==> src/rtl/imm_wide_load_seq.sv <==
// Builds a 64-bit constant by chaining move-wide steps (MOVZ then MOVKs) through the shared sign extender.
// Optional IMM_WIDE_LOAD_SEQ_CHECK_EN adds a Mismatch output comparing the built value with the request.
`timescale 1ns/1ps
module imm_wide_load_seq #(
  parameter bit SKIP_ZERO_HW = 1'b1
) (
  input  logic        Clk,
  input  logic        Resetl,
  input  logic        ReqValid,
  output logic        ReqReady,
  input  logic [63:0] ReqValue,
  input  logic        Flush,
  output logic [25:0] Imm26,
  output logic [2:0]  ExtCtrl,
  output logic        StepValid,
  output logic        StepKeep,
  input  logic [63:0] BusImm,
  output logic [63:0] Result,
  output logic        Done,
`ifdef IMM_WIDE_LOAD_SEQ_CHECK_EN
  output logic        Mismatch,
`endif
  output logic [2:0]  StepCount
);

  typedef enum logic [1:0] {IDLE, ISSUE, DONE} state_t;

  state_t      state;
  logic [63:0] val, acc, acc_n, mask;
  logic [1:0]  cur_hw, nhw, hw0;
  logic [2:0]  cnt;
  logic        is_last;

  // Lowest halfword index at or above ptr that is nonzero; falls back to ptr
  // (so an all-zero value still gets its single MOVZ at hw=0).
  function automatic logic [1:0] pick(input logic [63:0] v, input logic [2:0] ptr);
    pick = ptr[1:0];
    if (SKIP_ZERO_HW)
      for (int i = 3; i >= 0; i--)
        if (i >= int'(ptr) && v[16*i +: 16] != 16'h0) pick = 2'(i);
  endfunction

  function automatic logic last_step(input logic [63:0] v, input logic [1:0] hw);
    last_step = (hw == 2'd3);
    if (SKIP_ZERO_HW) begin
      last_step = 1'b1;
      for (int i = 0; i < 4; i++)
        if (i > int'(hw) && v[16*i +: 16] != 16'h0) last_step = 1'b0;
    end
  endfunction

  assign mask    = 64'hFFFF << {cur_hw, 4'b0};
  assign acc_n   = StepKeep ? ((acc & ~mask) | (BusImm & mask)) : BusImm;
  assign nhw     = pick(val, {1'b0, cur_hw} + 3'd1);
  assign hw0     = pick(ReqValue, 3'd0);
  assign is_last = last_step(val, cur_hw);

  always_ff @(posedge Clk or negedge Resetl) begin
    if (!Resetl) begin
      state     <= IDLE;
      ReqReady  <= 1'b1;
      Imm26     <= '0;
      ExtCtrl   <= '0;
      StepValid <= 1'b0;
      StepKeep  <= 1'b0;
      Result    <= '0;
      Done      <= 1'b0;
      StepCount <= '0;
      val       <= '0;
      acc       <= '0;
      cur_hw    <= '0;
      cnt       <= '0;
`ifdef IMM_WIDE_LOAD_SEQ_CHECK_EN
      Mismatch  <= 1'b0;
`endif
    end else if (Flush && state != IDLE) begin
      state     <= IDLE;
      ReqReady  <= 1'b1;
      Imm26     <= '0;
      ExtCtrl   <= '0;
      StepValid <= 1'b0;
      StepKeep  <= 1'b0;
      Done      <= 1'b0;
      acc       <= '0;
    end else begin
      case (state)
        IDLE: if (!Flush && ReqValid) begin
          state     <= ISSUE;
          ReqReady  <= 1'b0;
          val       <= ReqValue;
          acc       <= '0;
          cnt       <= '0;
          cur_hw    <= hw0;
          Imm26     <= {3'b0, hw0, ReqValue[{hw0, 4'b0} +: 16], 5'b0};
          ExtCtrl   <= 3'b100;
          StepValid <= 1'b1;
          StepKeep  <= 1'b0;
`ifdef IMM_WIDE_LOAD_SEQ_CHECK_EN
          Mismatch  <= 1'b0;
`endif
        end
        ISSUE: begin
          acc <= acc_n;
          cnt <= cnt + 3'd1;
          if (is_last) begin
            state     <= DONE;
            Imm26     <= '0;
            ExtCtrl   <= '0;
            StepValid <= 1'b0;
            StepKeep  <= 1'b0;
            Result    <= acc_n;
            Done      <= 1'b1;
            StepCount <= cnt + 3'd1;
`ifdef IMM_WIDE_LOAD_SEQ_CHECK_EN
            Mismatch  <= (acc_n != val);
`endif
          end else begin
            cur_hw   <= nhw;
            Imm26    <= {3'b0, nhw, val[{nhw, 4'b0} +: 16], 5'b0};
            StepKeep <= 1'b1;
          end
        end
        DONE: begin
          state    <= IDLE;
          ReqReady <= 1'b1;
          Done     <= 1'b0;
        end
        default: state <= IDLE;
      endcase
    end
  end

`ifdef IMM_WIDE_LOAD_SEQ_CHECK_EN
  always_ff @(posedge Clk)
    if (Done && Mismatch) $error("imm_wide_load_seq: built %h, requested %h", Result, val);
`endif

endmodule

==> config.mk <==
export PLATFORM = sky130hd
export DESIGN_NAME = imm_wide_load_seq
export DESIGN_NICKNAME = d
export VERILOG_FILES = /design/src/rtl/imm_wide_load_seq.sv
export SDC_FILE = /design/constraint.sdc
export NUM_CORES = 1
export LEC_CHECK = 0
export CAP_MARGIN = 25
export CELL_PAD_IN_SITES_DETAIL_PLACEMENT = 0
export CELL_PAD_IN_SITES_GLOBAL_PLACEMENT = 2
export CORE_MARGIN = 2
export CORE_UTILIZATION = 34
export CTS_BUF_LIST = sky130_fd_sc_hd__clkbuf_4
export CTS_CLUSTER_SIZE = 10
export DETAILED_ROUTE_END_ITERATION = 12
export HOLD_SLACK_MARGIN = 0.15
export PLACE_DENSITY = 0.85
export SETUP_SLACK_MARGIN = 0.15
export SYNTH_ARGS = -nofsm -noshare
export SYNTH_HDL_FRONTEND = slang
export SYNTH_SLANG_ARGS = --single-unit
export TNS_END_PERCENT = 10
==> constraint.sdc <==
create_clock -name Clk -period 3.35 [get_ports Clk]
set_input_delay 0.67 -clock Clk [delete_from_list [all_inputs] [get_ports Clk]]
set_output_delay 0.67 -clock Clk [all_outputs]
set_load 0.03 [all_outputs]
==> impl_metrics.csv <==
group,metric,value,unit
outcome,outcome,"completed",
clock_network,worstSkewPairLatency,0.74,ns
floorplanning,dieArea,0.0320,mm2
timing,period_share,89.6,%
floorplanning,initial_core_util,34.8,%
timing,max_freq,0.333,GHz
clock_network,cts.sinks,224,
timing,slew_violations,0,
synth,synth.yosys.seq_area_share,54.0,%
timing,finalClockSkew,0.0921,ns
timing,grt_setup_unrepaired,"no",
clock_network,cts-hold-fix-buffers,1,
synth,async_flop_share,100,%
routing,post_drt_wl_per_cell,19.4,um
synth,syn_inst,903,
synth,synth_top_cells_by_count,"223 x dfrtp_1, 84 x a21oi_1, 80 x mux2i_1",
floorplanning,io_pins,232,
global_route,grt_first_pass_wirelength,48400,um
synth,yosysTopAreaCell,"dfrtp_1",
timing,slew_headroom,36.8,%
clock_network,cts-root-buf,"clkbuf_4",
synth,synth-edff-count,0,
routing,drc_errors,0,
setup_path,worst_ep_required_time,3.96,ns
synth,synthTopCellsByArea,"dfrtp_1 54%, mux2i_1 7.7%, mux2_2 7.0%",
global_route,antenna_found_initial,2,
job,maxCapViolCount,0,
clock_network,cts_buffer_depth,3,
synth,ys_warn_count,0,
floorplanning,die_w,179,um
synth,synth_top_area_share,53.7,%
setup_path,cp.arrival,3.61,ns
placed_design,gp_congestion,0.875,
routing,drt-initial-drc-count,588,
synth,synth.avg_cell_area,11.5,um2
global_route,grt_max_degree,91,
hold_path,hold_class,"in2async",
floorplanning,core,0.0299,mm2
power,report.power.total,0.0115,W
synth,ys_ff_latch,224,
timing,worstMarginPinSlew,0.945,ns
synth,synth_area,0.0104,mm2
routing,num_vias,8410,
setup_path,crit_type,"reg2reg",
routing,ant_nets,0,
floorplanning,rows,63,
placed_design,io_buffers,221,
timing,tns,0,ns
cells_and_area,nFillCells,2843,
global_route,grt_overflow,0,
synth,yosysMostFrequentCell,"dfrtp_1",
synth,ys_types,53,
setup_path,path_max_fanout,15,
power,vdd_drop_max,0.315,mV
clock_network,ctsResizeCount,0,
clock_network,htreeDepth,2,
routing,routed_wl,31200,um
global_route,grt_usage,19.5,%
synth,synth-main-ff-cell,"dfrtp_1",
global_route,grt_pass1_vias,8283,
power,power_density,826,mW/mm2
cells_and_area,drive_above_1_share,18.9,%
cells_and_area,area_growth,34.0,%
routing,via_per_inst,5.24,
clock_network,cts_buffers,61,
timing,finalHoldViolations,0,
placed_design,dp_hpwl,22400,um
timing,setup_violations,0,
routing,dr.pass1.iters,4,
power,p_leak,6.28,nW
clock_network,clk_pin_slew,0.07,ns
timing,final.min_clock_period,3.00,ns
clock_network,cts_setup_buffers,0,
setup_path,endpoint_kind,"register",
cells_and_area,final_nets,1300,
setup_path,start_kind,"register",
floorplanning,die_y,179,um
clock_network,cts_tree,"built",
==> flip-flops by register name, summed over array words and instances, names as in the netlist, 2 cells and up <==
signal     flops
val           64
cnt            3
acc           64
Imm26         18
Result        64
state          2
cur_hw         2
StepCount      3
==> where the power goes <==
part	internal, W	switching (W)	total, W
Sequential	0.00359	0.000609	0.00420
Combinational	0.00209	0.00270	0.00479
Clock	0.00132	0.00119	0.00251
Total	0.00700	0.00450	0.0115
==> layout make-up <==
type	count	area, um2	share of cell area, %
Antenna cell	2	5.00	0.0360
Clock buffer	90	676	4.86
Clock inverter	25	136	0.980
Inverter	8	30.0	0.216
Multi-Input combinational cell	604	4400	31.6
Sequential cell	224	5610	40.3
Tap cell	390	488	3.51
Timing Repair Buffer	261	2570	18.5
==> final timing paths <==
kind | slack, ns | cells after the start | from | to
min reg2reg | 0.50 | 1 | acc[11] | acc[11]
max in group asynchronous | 1.90 | 4 | Resetl | Result[49]
min in group Clk | 0.50 | 1 | acc[11] | acc[11]
max reg2reg | 0.35 | 8 | cur_hw[0] | Imm26[8]
max | 0.35 | 8 | cur_hw[0] | Imm26[8]
min | 0.50 | 2 | Resetl | val[32]
==> metrics by stage <==
step | instances | instance area [um2] | hold slack [ns] | util (%) | worst slack (ns)
after floorplan | 912 | 10400 | 0.374 | - | 0.944
after global placement | 1486 | 13100 | 0.482 | 43.8 | 0.244
after detailed placement | 1486 | 13100 | 0.480 | 43.8 | 0.226
after CTS | 1602 | 13900 | 0.501 | 46.6 | 0.457
after global routing | 1604 | 13900 | 0.506 | 46.6 | 0.210
final | 1604 | 13900 | 0.496 | 46.6 | 0.347
==> worst max-delay path: stages, from the launching register on <==
cell      delay, ns
dfrtp_1        0.53
inv_1          0.15
ha_1           0.23
nor2_1         0.26
a41oi_1        0.16
a21o_1         0.26
or4_1          0.81
o22ai_1        0.39
a221oi_1       0.08
==> cell families after synthesis <==
family / synth area share, %
AO/OA/AOI/OAI: 18.0
XOR/XNOR: 0.0843
adder cells (fa/ha/maj): 0.964
buffers and inverters: 4.01
flip-flops: 54.0
multiplexers: 14.9
other: 0.0361
AND/OR/NAND/NOR: 8.05
==> per-layer routing <==
metal	wire length, um	global-route usage (%)
met2	14400	29.5
met1	14300	27.8
met4	662	6.10
met5	0	0
met3	1890	4.09
==> layout by cell type, fill, tap and decap left out, drive strengths merged, types with 8 or more instances in the layout <==
cell type      synthesis  final
a21boi                15     15
a21oi                 88     88
a221oi                16     16
a22o                  67     67
a31o                  14     14
buf                   34     40
clkbuf                42     90
clkdlybuf4s50          0    220
clkinv                 0     23
conb                   1     10
dfrtp                223    223
ha                     8      8
inv                    8      9
mux2                  66     66
mux2i                 80     80
nand2                 23     23
nand3                 16     16
nor2                  79     79
nor4                  32     32
o211ai                15     15
o21ai                 14     14
o22ai                 15     15
Note: power is estimated with default switching activity, not from simulation.
